## src/rtl/ddram_bridge_pkg.sv

```systemverilog
// Shared definitions for the GS memory to DDR3 byte bridge.
//   state_e           : bridge FSM states
//   DDR_BASE_DEFAULT  : 64-bit-word address in DDR3 where the 2 MB GS window starts
//   sel_byte()        : little-endian byte lane extraction from a 64-bit line
package ddram_bridge_pkg;

  typedef enum logic [1:0] {
    IDLE     = 2'd0,
    WR       = 2'd1,
    RD_ISSUE = 2'd2,
    RD_WAIT  = 2'd3
  } state_e;

  localparam logic [28:0] DDR_BASE_DEFAULT = 29'h0600_0000;

  // Byte n of a word lives in bits [8n+7:8n].
  function automatic logic [7:0] sel_byte(input logic [63:0] line, input logic [2:0] lane);
    return line[{lane, 3'b000} +: 8];
  endfunction

endpackage

```

## src/rtl/ddram_byte_bridge.sv

```systemverilog
// Bridges an 8-bit byte-addressed client (GS memory, 2 MB window) onto the
// 64-bit DDRAM Avalon-style port, with a one-line read cache.
//
// Ports:
//   DDRAM_CLK, reset_n      : clock (rising edge), async active-low reset
//   addr, din, dout         : client byte address, write data, read data
//   rd, we                  : client request levels; a rising edge starts an access
//   ready                   : high when idle / previous access done and dout valid
//   DDRAM_*                 : DDR3 port (BUSY stalls commands, DOUT_READY strobes data)
//
// Client handshake: a request is taken only while the bridge is idle, on the
// rising edge of rd or we (we wins if both rise together). ready drops on the
// following clock and returns high when the access is complete; any edge seen
// while ready is low is dropped, so clients must wait for ready first.
// DDR handshake: DDRAM_RD / DDRAM_WE and their address/data/byte enables are
// held steady until a cycle with DDRAM_BUSY low, in which the command is taken.
module ddram_byte_bridge
  import ddram_bridge_pkg::*;
#(
  parameter logic [28:0] DDR_BASE = DDR_BASE_DEFAULT,
  parameter int          AW       = 21
) (
  input  logic          DDRAM_CLK,
  input  logic          reset_n,
  input  logic [AW-1:0] addr,
  input  logic [7:0]    din,
  output logic [7:0]    dout,
  input  logic          rd,
  input  logic          we,
  output logic          ready,
  input  logic          DDRAM_BUSY,
  output logic [7:0]    DDRAM_BURSTCNT,
  output logic [28:0]   DDRAM_ADDR,
  input  logic [63:0]   DDRAM_DOUT,
  input  logic          DDRAM_DOUT_READY,
  output logic          DDRAM_RD,
  output logic [63:0]   DDRAM_DIN,
  output logic [7:0]    DDRAM_BE,
  output logic          DDRAM_WE
);

  localparam int TW = AW - 3;

  state_e        state_q, state_d;
  logic          old_rd_q, old_we_q;
  logic [63:0]   line_q, line_d;
  logic [TW-1:0] tag_q, tag_d;
  logic          valid_q, valid_d;
  logic [TW-1:0] req_tag_q, req_tag_d;
  logic [2:0]    lane_q, lane_d;
  // Cache hit answered this cycle; ready returns high on the next one.
  logic          hit_pend_q, hit_pend_d;
  logic [7:0]    dout_q, dout_d;
  logic          ready_q, ready_d;
  logic          ddr_rd_q, ddr_rd_d;
  logic          ddr_we_q, ddr_we_d;
  logic [28:0]   ddr_addr_q, ddr_addr_d;
  logic [7:0]    ddr_be_q, ddr_be_d;
  logic [63:0]   ddr_din_q, ddr_din_d;

  logic          rd_edge, we_edge, hit;
  logic [TW-1:0] cur_tag;
  logic [2:0]    cur_lane;
  logic [28:0]   cur_word;

  assign rd_edge  = rd & ~old_rd_q;
  assign we_edge  = we & ~old_we_q;
  assign cur_tag  = addr[AW-1:3];
  assign cur_lane = addr[2:0];
  assign hit      = valid_q && (tag_q == cur_tag);
  // Plain 29-bit add; wraps modulo 2^29.
  assign cur_word = DDR_BASE + 29'(cur_tag);

  always_comb begin
    state_d    = state_q;
    line_d     = line_q;
    tag_d      = tag_q;
    valid_d    = valid_q;
    req_tag_d  = req_tag_q;
    lane_d     = lane_q;
    hit_pend_d = 1'b0;
    dout_d     = dout_q;
    ready_d    = ready_q;
    ddr_rd_d   = ddr_rd_q;
    ddr_we_d   = ddr_we_q;
    ddr_addr_d = ddr_addr_q;
    ddr_be_d   = ddr_be_q;
    ddr_din_d  = ddr_din_q;

    unique case (state_q)
      IDLE: begin
        if (hit_pend_q) begin
          // Second cycle of a cache hit; the rd edge was consumed already.
          ready_d = 1'b1;
        end else if (we_edge) begin
          ddr_addr_d = cur_word;
          ddr_din_d  = {8{din}};
          ddr_be_d   = 8'h01 << cur_lane;
          ddr_we_d   = 1'b1;
          ready_d    = 1'b0;
          state_d    = WR;
          // Write-through keeps the cached line coherent with DDR.
          if (hit) line_d[{cur_lane, 3'b000} +: 8] = din;
        end else if (rd_edge) begin
          ready_d = 1'b0;
          if (hit) begin
            dout_d     = sel_byte(line_q, cur_lane);
            hit_pend_d = 1'b1;
          end else begin
            ddr_addr_d = cur_word;
            ddr_rd_d   = 1'b1;
            req_tag_d  = cur_tag;
            lane_d     = cur_lane;
            state_d    = RD_ISSUE;
          end
        end
      end
      WR: begin
        if (!DDRAM_BUSY) begin
          ddr_we_d = 1'b0;
          ready_d  = 1'b1;
          state_d  = IDLE;
        end
      end
      RD_ISSUE: begin
        if (!DDRAM_BUSY) begin
          ddr_rd_d = 1'b0;
          state_d  = RD_WAIT;
        end
      end
      RD_WAIT: begin
        if (DDRAM_DOUT_READY) begin
          line_d  = DDRAM_DOUT;
          tag_d   = req_tag_q;
          valid_d = 1'b1;
          dout_d  = sel_byte(DDRAM_DOUT, lane_q);
          ready_d = 1'b1;
          state_d = IDLE;
        end
      end
      default: state_d = IDLE;
    endcase
  end

  always_ff @(posedge DDRAM_CLK or negedge reset_n) begin
    if (!reset_n) begin
      state_q    <= IDLE;
      old_rd_q   <= 1'b0;
      old_we_q   <= 1'b0;
      line_q     <= '0;
      tag_q      <= '0;
      valid_q    <= 1'b0;
      req_tag_q  <= '0;
      lane_q     <= '0;
      hit_pend_q <= 1'b0;
      dout_q     <= '0;
      ready_q    <= 1'b1;
      ddr_rd_q   <= 1'b0;
      ddr_we_q   <= 1'b0;
      ddr_addr_q <= '0;
      ddr_be_q   <= '0;
      ddr_din_q  <= '0;
    end else begin
      state_q    <= state_d;
      old_rd_q   <= rd;
      old_we_q   <= we;
      line_q     <= line_d;
      tag_q      <= tag_d;
      valid_q    <= valid_d;
      req_tag_q  <= req_tag_d;
      lane_q     <= lane_d;
      hit_pend_q <= hit_pend_d;
      dout_q     <= dout_d;
      ready_q    <= ready_d;
      ddr_rd_q   <= ddr_rd_d;
      ddr_we_q   <= ddr_we_d;
      ddr_addr_q <= ddr_addr_d;
      ddr_be_q   <= ddr_be_d;
      ddr_din_q  <= ddr_din_d;
    end
  end

  assign dout           = dout_q;
  assign ready          = ready_q;
  assign DDRAM_BURSTCNT = 8'd1;
  assign DDRAM_ADDR     = ddr_addr_q;
  assign DDRAM_RD       = ddr_rd_q;
  assign DDRAM_DIN      = ddr_din_q;
  assign DDRAM_BE       = ddr_be_q;
  assign DDRAM_WE       = ddr_we_q;

endmodule

```

## config.mk

```make
export PLATFORM = sky130hd
export DESIGN_NAME = ddram_byte_bridge
export DESIGN_NICKNAME = d
export VERILOG_FILES = /design/src/rtl/ddram_bridge_pkg.sv /design/src/rtl/ddram_byte_bridge.sv
export SDC_FILE = /design/constraint.sdc
export NUM_CORES = 1
export LEC_CHECK = 0
export ABC_AREA = 0
export CORE_MARGIN = 1
export CORE_UTILIZATION = 54
export CTS_CLUSTER_DIAMETER = 100
export DETAILED_ROUTE_END_ITERATION = 6
export PLACE_DENSITY_LB_ADDON = 0.12
export SLEW_MARGIN = 20
export SYNTH_ARGS = -nofsm -noshare
export SYNTH_HDL_FRONTEND = slang
export SYNTH_SLANG_ARGS = --single-unit
```

## constraint.sdc

```tcl
create_clock -name DDRAM_CLK -period 7.55 [get_ports DDRAM_CLK]
set_clock_uncertainty 0.1 [all_clocks]
set_input_delay 1.51 -clock DDRAM_CLK [delete_from_list [all_inputs] [get_ports DDRAM_CLK]]
set_output_delay 1.51 -clock DDRAM_CLK [all_outputs]
set_load 0.03 [all_outputs]
```

==> run metrics <==
run status complete, no violations; wirelength, routed about 27000 um; hold path depth 2; routed length on met3 around 2100 um; Detailed Place HPWL about 18000 um; Rows 46; CTS tree yes; routed len/inst ~22 um; clock tree sinks between 150 and 200; fin nets roughly 1100; P_int ~2.8 mW; RSZ-0062 raised after global routing false; Yosys top cell area share 0.4296; max_cap viols 0; Bufs on Longest Clock Path 2; DRC violations left 0; syn avg cell area 10.15 sq um; Ys Warns 0; FF-to-FF path depth 5; Seq pwr share 0.327; setup violators final 0; Max Slew Vio Count 0; Root Buffer clkbuf_16; DR iter-0 viols around 570; static leakage roughly 4.7 nW; largest net degree at the start of global routing ~100; H-tree levels 4; metal2 WL about 13000 um; Arrival @ worst endpoint around 5.4 ns; CTS Buf Count 17; gpl congestion just over 0.9; worst min path class reg -> reg; GRT Total Usage 0.3228; maximum clock rate between 0.15 and 0.2 GHz; DIE AREA 0.01713 sq mm; VDD IR max between 0.2 and 0.3 mV; Synth area leaders dfrtp_1, mux4_2, nand2_1, buf_4, mux2_2; clk_lat worst skew roughly 0.43 ns; via count ~7500; Die H ~130 um; Reg clk slew, reported paths ~0.060 ns; post-cts resize count 0; routed length on met1 10430 um; area delta synth->final 25.43%; Synth Register Bits between 150 and 200; top sig layer met4; switching power between 1.5 and 2 mW; Synth async-reset ratio 1.000; Netlist cell types 55; Fin. Hold Viols 0; # IOs between 200 and 250; drt pass-1 iters 5; CP Launch Type input port; initial antenna violation count 0; Die Wd between 100 and 150 um; first-pass GRT wire length a little over 40000 um; total negative setup slack 0 ns; Port Buf Inserts ~200; Worst-Margin Slew between 1 and 1.5 ns; CP max FO 16; Initial Util 0.5586; Netlist Area Pre-Place roughly 0.009 sq mm; share of layout cells above drive strength 1 0.1280; Post-synth EDFFs 0; biggest area consumer among synthesized cells dfrtp_1; commonest register cell after synthesis dfrtp_1; CP Capture Type flop; clock share of power 0.203; min Tclk post-route around 5.2 ns; post-CTS setup buffer count 0; max_slew headroom 0.2512; pwr/cell area 413.0 mW/mm^2; Hold-fix buffers, CTS 0; post-route clock period utilization 0.6941; overflow left after global routing 0; critical path type in -> reg; number of global-route vias before repair between 7000 and 8000; post-route ant nets 0; Final Power around 4.6 mW; sequential share of the synthesized area 0.4326; Gate Count Post-Synth approximately 880; n_diodes 0; switch share 0.3900; vias per cell about 6.2; Critical Path RT between 7 and 8 ns; Comb power frac 0.470; Core ar. 0.01606 sq mm
==> per-stage QoR <==
step | utilization | hold slack (ns) | cells | worst slack [ns] | cell area [sq um]
floorplan | - | 0.3348 | 899 | 2.827 | 9026
global placement | 0.6604 | 0.3411 | 1187 | 2.127 | 10600
detailed placement | 0.6604 | 0.3494 | 1187 | 1.998 | 10600
CTS | 0.7006 | 0.3666 | 1216 | 2.445 | 11250
global route | 0.7006 | 0.3910 | 1216 | 2.131 | 11250
finish | 0.7006 | 0.3674 | 1216 | 2.309 | 11250
==> path summary, 6_finish.rpt <==
kind / to / slack, ns / start
max reg2reg: line_q[34] / 3.93 / state_q[0]
max in group asynchronous: line_q[33] / 5.01 / reset_n
min in group asynchronous: line_q[31] / 1.11 / reset_n
max: line_q[34] / 2.31 / addr[2]
min: tag_q[10] / 0.37 / req_tag_q[10]
min reg2reg: tag_q[10] / 0.37 / req_tag_q[10]
==> registers in the layout (all words and copies together) (netlist names), 2 cells and up <==
register,flops
line_q,64
DDRAM_ADDR,19
req_tag_q,18
tag_q,18
DDRAM_BE,8
DDRAM_DIN,8
dout,8
lane_q,3
state_q,2
==> logic make-up (layout without fill, tap and decap cells) <==
| logic type | after synthesis | in the layout | synth area share |
|---|---|---|---|
| AO/OA/AOI/OAI | 158 | 158 | 0.1391 |
| XOR/XNOR | 18 | 18 | 0.01758 |
| adder cells (fa/ha/maj) | 7 | 7 | 0.009764 |
| buffers and inverters | 146 | 247 | 0.09443 |
| flip-flops | 155 | 155 | 0.4326 |
| multiplexers | 70 | 70 | 0.1281 |
| other | 2 | 17 | 0.0008372 |
| AND/OR/NAND/NOR | 328 | 328 | 0.1777 |
==> cell usage in the layout, fill, tap and decap left out, types with 23 or more instances in the layout <==
| cell | netlist | final |
|---|---|---|
| nor2_1 | 36 | 35 |
| nand2_1 | 149 | 148 |
| nand4_1 | 23 | 23 |
| and2_1 | 43 | 43 |
| dfrtp_1 | 154 | 154 |
| nand3_1 | 24 | 24 |
| a221o_1 | 40 | 40 |
| clkdlybuf4s50_1 | 0 | 200 |
| mux4_2 | 32 | 32 |
| mux2_2 | 38 | 38 |
==> layer usage <==
layer | up-vias | GRT usage
met5 | - | 0
met4 | 0 | 0.1535
met3 | 67 | 0.05660
met2 | 396 | 0.5363
met1 | 3743 | 0.4115
li1 | 3337 | -
==> cells in the mapped netlist (7+ instances only) <==
master and count:
a22oi_1 19, nand2_1 149, nand4_1 23, buf_4 74, buf_2 11, nor2b_1 11
a221o_1 40, and2_1 43, and3_1 9, clkbuf_1 47, nor2_1 36, o221a_1 8
xor2_1 17, o211ai_1 18, o21ai_0 16, nor3_1 10, a211oi_1 20, mux2_2 38
dfrtp_1 154, mux4_2 32, ha_1 7, buf_1 8, a31oi_1 14, a21oi_1 11
nand3_1 24
==> critical path, cell delays in order <==
cell,delay (ns)
clkdlybuf4s50_1,1.02
inv_1,0.42
ha_1,0.55
inv_1,0.20
or4b_2,0.73
nor3_1,0.19
a31oi_1,0.38
mux2_2,0.44
==> layout make-up <==
type | instances | area (sq um)
Inverter | 5 | 18.77
Sequential cell | 155 | 3880
Clock inverter | 7 | 162.7
Clock buffer | 22 | 484.2
Multi-Input combinational cell | 598 | 4332
Fill cell | 1216 | 4807
Timing Repair Buffer | 213 | 2103
Tap cell | 216 | 270.3
==> power groups by stage <==
stage,sequential [mW],combinational [mW],clock (mW)
global route,1.57,2.32,0.979
finish,1.52,2.18,0.942
global placement,1.51,2.15,0
floorplan,1.63,1.41,0
detailed placement,1.51,2.18,0
CTS,1.51,2.19,0.953
(Power assumes the default switching activity.)
